### config.mk
export PLATFORM = sky130hd
export DESIGN_NAME = sq_sum_odd
export DESIGN_NICKNAME = d
export VERILOG_FILES = /design/src/rtl/sq_sum_odd.sv
export SDC_FILE = /design/constraint.sdc
export NUM_CORES = 1
export LEC_CHECK = 0
export ABC_AREA = 0
export CAP_MARGIN = 0
export CORE_MARGIN = 4
export CORE_UTILIZATION = 42
export CTS_CLUSTER_DIAMETER = 80
export DETAILED_ROUTE_END_ITERATION = 6
export PLACE_DENSITY = 0.63
export SETUP_SLACK_MARGIN = 0.15
export SYNTH_ARGS = -nofsm -noshare
export SYNTH_HDL_FRONTEND = slang
export SYNTH_SLANG_ARGS = --single-unit
### constraint.sdc
create_clock -name clk -period 3.2 [get_ports clk]
set_input_delay 0.48 -clock clk [delete_from_list [all_inputs] [get_ports clk]]
set_output_delay 0.48 -clock clk [all_outputs]
set_load 0.005 [all_outputs]
### src/rtl/sq_sum_odd.sv
// sq_sum_odd
// Sequential producer for the odd-number square-root stage. Computes
// S = X^2 + Y^2 by adding successive odd numbers (n^2 = 1 + 3 + ... + (2n-1)),
// then presents S saturated to W_OUT bits so the downstream W_OUT -> W_IN
// sqrt stage yields an integer Euclidean magnitude.
//
// Ports:
//   clk        system clock, rising edge
//   rst_n      synchronous active-low reset
//   in_valid   X/Y valid            in_ready   operands can be accepted
//   X, Y       unsigned operands (W_IN bits)
//   out_valid  I/sat valid          out_ready  downstream accepts result
//   I          min(X^2 + Y^2, 2^W_OUT - 1)
//   sat        result was clipped
//
// Latency: out_valid rises X+Y+2 rising edges after the accepting edge.
//
// state | meaning
// ------+-----------------------------------------------------------
// IDLE  | waiting for operands, in_ready high
// ACC_X | adding X successive odd numbers into the accumulator
// ACC_Y | adding Y successive odd numbers, then register the result
// DONE  | result held stable until out_valid & out_ready

module sq_sum_odd #(
    parameter int W_IN  = 4,
    parameter int W_OUT = 8
) (
    input  logic             clk,
    input  logic             rst_n,
    input  logic             in_valid,
    output logic             in_ready,
    input  logic [W_IN-1:0]  X,
    input  logic [W_IN-1:0]  Y,
    output logic             out_valid,
    input  logic             out_ready,
    output logic [W_OUT-1:0] I,
    output logic             sat
);

    localparam int W_ACC = W_OUT + 2;
    localparam int W_ODD = W_IN + 2;

    localparam logic [W_ACC-1:0] SAT_LIM  = W_ACC'((1 << W_OUT) - 1);
    localparam logic [W_ODD-1:0] ODD_ONE  = W_ODD'(1);
    localparam logic [W_ODD-1:0] ODD_STEP = W_ODD'(2);
    localparam logic [W_IN-1:0]  CNT_ONE  = W_IN'(1);

    typedef enum logic [1:0] {
        IDLE  = 2'd0,
        ACC_X = 2'd1,
        ACC_Y = 2'd2,
        DONE  = 2'd3
    } state_t;

    state_t             state_q, state_d;
    logic [W_ACC-1:0]   acc_q, acc_d;
    logic [W_ODD-1:0]   odd_q, odd_d;
    logic [W_IN-1:0]    cnt_q, cnt_d;
    logic [W_IN-1:0]    y_q, y_d;
    logic [W_OUT-1:0]   i_q, i_d;
    logic               sat_q, sat_d;
    logic               out_valid_q, out_valid_d;
    logic [W_ACC-1:0]   acc_sum;

    always_comb begin
        state_d     = state_q;
        acc_d       = acc_q;
        odd_d       = odd_q;
        cnt_d       = cnt_q;
        y_d         = y_q;
        i_d         = i_q;
        sat_d       = sat_q;
        out_valid_d = out_valid_q;
        in_ready    = (state_q == IDLE);
        acc_sum     = acc_q + W_ACC'(odd_q);

        case (state_q)
            IDLE: begin
                if (in_valid) begin
                    // X goes straight into the counter; only Y needs holding.
                    cnt_d   = X;
                    y_d     = Y;
                    acc_d   = '0;
                    odd_d   = ODD_ONE;
                    state_d = ACC_X;
                end
            end
            ACC_X: begin
                if (cnt_q != '0) begin
                    acc_d = acc_sum;
                    odd_d = odd_q + ODD_STEP;
                    cnt_d = cnt_q - CNT_ONE;
                end else begin
                    odd_d   = ODD_ONE;
                    cnt_d   = y_q;
                    state_d = ACC_Y;
                end
            end
            ACC_Y: begin
                if (cnt_q != '0) begin
                    acc_d = acc_sum;
                    odd_d = odd_q + ODD_STEP;
                    cnt_d = cnt_q - CNT_ONE;
                end else begin
                    out_valid_d = 1'b1;
                    state_d     = DONE;
                    if (acc_q > SAT_LIM) begin
                        i_d   = '1;
                        sat_d = 1'b1;
                    end else begin
                        i_d   = acc_q[W_OUT-1:0];
                        sat_d = 1'b0;
                    end
                end
            end
            DONE: begin
                // I and sat intentionally keep their value after retiring.
                if (out_ready) begin
                    out_valid_d = 1'b0;
                    state_d     = IDLE;
                end
            end
            default: begin
                state_d = IDLE;
            end
        endcase
    end

    always_ff @(posedge clk) begin
        if (!rst_n) begin
            state_q     <= IDLE;
            acc_q       <= '0;
            odd_q       <= ODD_ONE;
            cnt_q       <= '0;
            y_q         <= '0;
            i_q         <= '0;
            sat_q       <= 1'b0;
            out_valid_q <= 1'b0;
        end else begin
            state_q     <= state_d;
            acc_q       <= acc_d;
            odd_q       <= odd_d;
            cnt_q       <= cnt_d;
            y_q         <= y_d;
            i_q         <= i_d;
            sat_q       <= sat_d;
            out_valid_q <= out_valid_d;
        end
    end

    assign out_valid = out_valid_q;
    assign I         = i_q;
    assign sat       = sat_q;

endmodule

=== Yosys cells after proc, flatten, opt, wreduce, memory -nomap -nowiden ===
Cells that the tools add are included.

* Add/subtract/negate cells: 3
* Magnitude comparators: 1
* Eq/ne operators: 9
* Muxes and demuxes: 21
* Bitwise gates (word level): 1
* Reduce and logical (&&, ||, !) cells: 12

{| class="wikitable"
|+ Operators by type and width
! kind !! count
|-
| 2-to-1 mux 10 bit || 2
|-
| one-hot mux 10 bit (2 select lines) || 1
|-
| 2-to-1 mux 6 bit || 3
|-
| one-hot mux 6 bit (3 select lines) || 1
|-
| 2-to-1 mux 4 bit || 3
|-
| one-hot mux 4 bit (3 select lines) || 1
|-
| adder 10 x 6 -> 10 bit || 1
|-
| > comparator 10 x 8 -> 1 bit (second input constant) || 1
|-
| inequality test 2 bit (second input constant) || 5
|-
| AND reduction 3 bit || 3
|-
| 2-to-1 mux 2 bit || 4
|-
| 2-to-1 mux 8 bit || 1
|-
| one-hot mux 2 bit (4 select lines) || 1
|-
| adder 6 x 2 -> 6 bit (second input constant) || 1
|-
| == test 2 bit (second input constant) || 2
|-
| AND reduction 2 bit || 2
|-
| AND reduction 4 bit || 1
|-
| nonzero test 2 bit || 2
|-
| nonzero test 4 bit || 1
|-
| subtractor 4 x 1 -> 4 bit (second input constant) || 1
|-
| 2-to-1 mux 1 bit || 3
|-
| nonzero test 3 bit || 1
|-
| == test 2 x 1 -> 1 bit (second input constant) || 1
|-
| logical NOT 2 bit || 1
|-
| 4 further kinds || 4
|}

* Flip-flop bits (word level): 36
* Input bits: 12
* Output and inout bits: 11
* Word-level logic and storage cells: 55

=== Longest topological paths before layout ===
* Word-level depth: 4
* Mapped depth: 8
* Gate-level depth less buffers: 6

=== Worst setup path after synthesis ===
Ideal clock, no wire load.

* Kind: register -> register
* Start: reg state_q[0]
* End: reg odd_q[3]
* Setup time: 70 ps
* Data arrival time: 1832 ps
* Data required time: 3130 ps
* Setup slack: 1298 ps
* Cell stages (with the launch flop): 9
* Path buffers: 2
* Clock period less this slack: 1902 ps
* Path through: dfxtp_1 > inv_1 > ha_1 > buf_6 > nor2b_4 > or3_1 > buf_2 > or3_1 > a21oi_1

* Word-level cells in the longest chain between the ends: 3
* Elaborated cells between the ends (all ways): 8
* Classes of those cells: 4 x eq/ne; 1 x mux; 3 x reduce/logical

{| class="wikitable"
|+ RTL lines
! what !! RTL line !! text
|-
| start: declaration || 56 || <nowiki>state_t state_q, state_d;</nowiki>
|-
| start signal: assignment || 141 || <nowiki>state_q <= state_d;</nowiki>
|-
| logical NOT 2 bit * || - ||
|-
| net in_ready || 32 || <nowiki>output logic in_ready,</nowiki>
|-
| inequality test 2 bit (no source line) / nonzero test 3 bit (equally long branches) || - ||
|-
| AND reduction 3 bit (no source line) || - ||
|-
| end signal: assignment || 134 || <nowiki>odd_q <= ODD_ONE;</nowiki>
|-
| end signal: assignment || 143 || <nowiki>odd_q <= odd_d;</nowiki>
|-
| end: declaration || 58 || <nowiki>logic [W_ODD-1:0] odd_q, odd_d;</nowiki>
|}

Mark *: on every way through the listed nets, which the timed path passes. The rest lies on a longest branch.
A chain may end at the register's enable or synchronous reset.

=== Worst setup path after layout ===
* Start: reg state_q[0]
* End: out in_ready

* Word-level cells in the longest chain between the ends: 1

{| class="wikitable"
|+ RTL lines
! what !! RTL line !! text
|-
| logical NOT 2 bit || 75 || <nowiki>in_ready = (state_q == IDLE);</nowiki>
|-
| end: declaration || 32 ||
|}

Every way passes these cells.

==> metrics.yaml <==
syn2layout_area_growth_pct: 16.97
finalSetupViolCount: 0
start_kind: "flop"
grt_usage_pct: 15.90
antenna_found_initial: 0
htreeDepth: 2
pin_count: 23
post-synth-top-area-fraction_pct: 33.94
synth_commonest_cells: "dfxtp_1, nor2_1, a21oi_1"
viasPerCell: 5.411
yosys_warnings: 0
postCtsSetupRepairBufs: 0
syn_area_um2: 2123
clk_path_buf_depth: 2
fin_util_pct: 51.56
yosysMostFrequentCell: "dfxtp_1"
slew-limit-headroom_pct: 49.97
grt_max_degree: 18
crit_fanout: 11
status: "finished clean"
synth_area_leaders: "dfxtp_1, ha_1, nor2_1"
async_flop_share_pct: 0
cts.clk_slew.worst_paths_ns: 0.08
rows: 25
power_density_nw_per_um2: 689.7
routedWlPerCell_um: 13.75
drc: 0
maxCapViolations: 0
cts_hold_buf: 0
numCtsBuffers: 5
synth_nets: 278
diodes: 0
finClkSkew_ns: 0.01247
place_area_um2: 2391
end_kind: "primary output"
drtIter0Drc: 105
yosysTopAreaCell: "dfxtp_1"
routed_wl_mm: 4.649
peakVddDrop_mv: 0.3579
tns_ns: 0
first_pass_iters: 4
max_slew.worst_pin.slew_ns: 0.7471
leakagePower_nw: 0.9490
synth_cell_type_count: 54
synth_edf_count: 0
vias: 1829
core_area_um2: 4817
timing.hold.ws_ns: 0.4710
synth-seq-cells: 36
start_util_pct: 44.08
die_w_um: 79.10
synth_ff_type: "dfxtp_1"
arrival_ns: 1.76
finalCritPeriodShare_pct: 70.07
grt_pass1_wl_mm: 7.845
gr-total-overflow: 0
gp_congestion: 0.8487
avgSynthCellArea_um2: 8.493
ant_nets: 0
max_freq_mhz: 446.0
min_period_ns: 2.242
nets: 298
slew_violations: 0
die_h_um: 79.10
dieArea_um2: 6257
drive_gt1_share_pct: 9.225
fin_area_um2: 2484
root_buffer: "clkbuf_8"
dp_hpwl_mm: 3.369
clk_latency_ns: 0.30
grt_pass1_vias: 1666
path_class: "flop to primary output"
synth-seq-area-share_pct: 33.94
min_path_type: "flop to flop"
clock-sinks: 36
hold_viol: 0
tritoncts: "built"
syn_inst: 250
required_ns: 2.72
rsz0062_at_grt: "false"
post_cts_resized: 0
io_buffers: 22
==> worst paths after layout <==
kind | startpoint | endpoint | slack [ns] | depth (start not counted)
worst max-delay path | state_q[0] | in_ready | 0.96 | 3
worst min-delay path | acc_q[9] | acc_q[9] | 0.47 | 2
worst min register to register | acc_q[9] | acc_q[9] | 0.47 | 2
worst max register to register | state_q[1] | acc_q[9] | 0.96 | 6
==> per-layer routing <==
layer	up-vias	track usage (%)	part of all wire (%)
li1	948	-	-
met1	841	20.46	50
met2	35	25.42	45
met3	5	4.195	4.5
met4	0	6.014	0.73
met5	-	0	0
==> registers in the layout, indices dropped and copies added (netlist names) <==
| signal | count |
|---|---|
| out_valid | 1 |
| odd_q | 6 |
| acc_q | 10 |
| state_q | 2 |
| I | 8 |
| cnt_q | 4 |
| y_q | 4 |
| sat | 1 |
==> final cells by class <==
cell class,instances,area [µm²]
Tap cell,67,83.83
Timing Repair Buffer,28,265.3
Clock buffer,6,82.58
Fill cell,488,2333
Inverter,15,56.30
Sequential cell,36,720.7
Clock inverter,2,10.01
Multi-Input combinational cell,184,1265
==> power by group <==
| group | internal [mW] | switching, mW |
|---|---|---|
| sequential | 0.526 | 0.0759 |
| combinational | 0.349 | 0.419 |
| clock | 0.172 | 0.171 |
| total | 1.05 | 0.667 |
==> cell families (layout without fill, tap and decap cells) <==
| group | count (synthesis) | in the layout | share of synthesized area [%] |
|---|---|---|---|
| flip-flops | 36 | 36 | 33.94 |
| AO/OA/AOI/OAI | 69 | 69 | 22.04 |
| XOR/XNOR | 3 | 3 | 1.238 |
| multiplexers | 6 | 6 | 2.829 |
| buffers and inverters | 30 | 51 | 6.482 |
| adder cells (fa/ha/maj) | 16 | 16 | 9.782 |
| AND/OR/NAND/NOR | 90 | 90 | 23.69 |
==> worst max-delay path, cell delays in order, from the launching register on <==
cell and delay, ns:
dfxtp_1 0.34, inv_1 0.13, ha_1 0.41, clkdlybuf4s50_1 0.58
==> layout by cell type (no fill, tap or decap), types with 3 or more instances in the layout <==
| cell | Yosys | final |
|---|---|---|
| mux2i_1 | 6 | 6 |
| a211oi_1 | 12 | 12 |
| buf_4 | 0 | 6 |
| a21oi_1 | 19 | 19 |
| nand3_1 | 7 | 7 |
| o211ai_1 | 3 | 3 |
| clkdlybuf4s50_1 | 0 | 22 |
| inv_1 | 15 | 15 |
| a311oi_1 | 3 | 3 |
| ha_1 | 15 | 15 |
| nand2_1 | 15 | 15 |
| dfxtp_1 | 36 | 36 |
| nor2_1 | 29 | 29 |
| and2_1 | 3 | 3 |
| clkbuf_8 | 0 | 6 |
| nor3_1 | 6 | 6 |
| o21ai_0 | 11 | 11 |
| nand2b_1 | 3 | 3 |
| or3_1 | 4 | 4 |
| a41o_1 | 3 | 3 |
==> through the flow <==
step	cells	power, mW	setup WS (ns)
finish	338	1.713	0.9577
global placement	330	1.369	0.8770
CTS	338	1.724	0.9403
floorplan	250	1.162	1.298
global route	338	1.848	0.7699
detailed placement	330	1.380	0.8343
(Power assumes the default switching activity.)
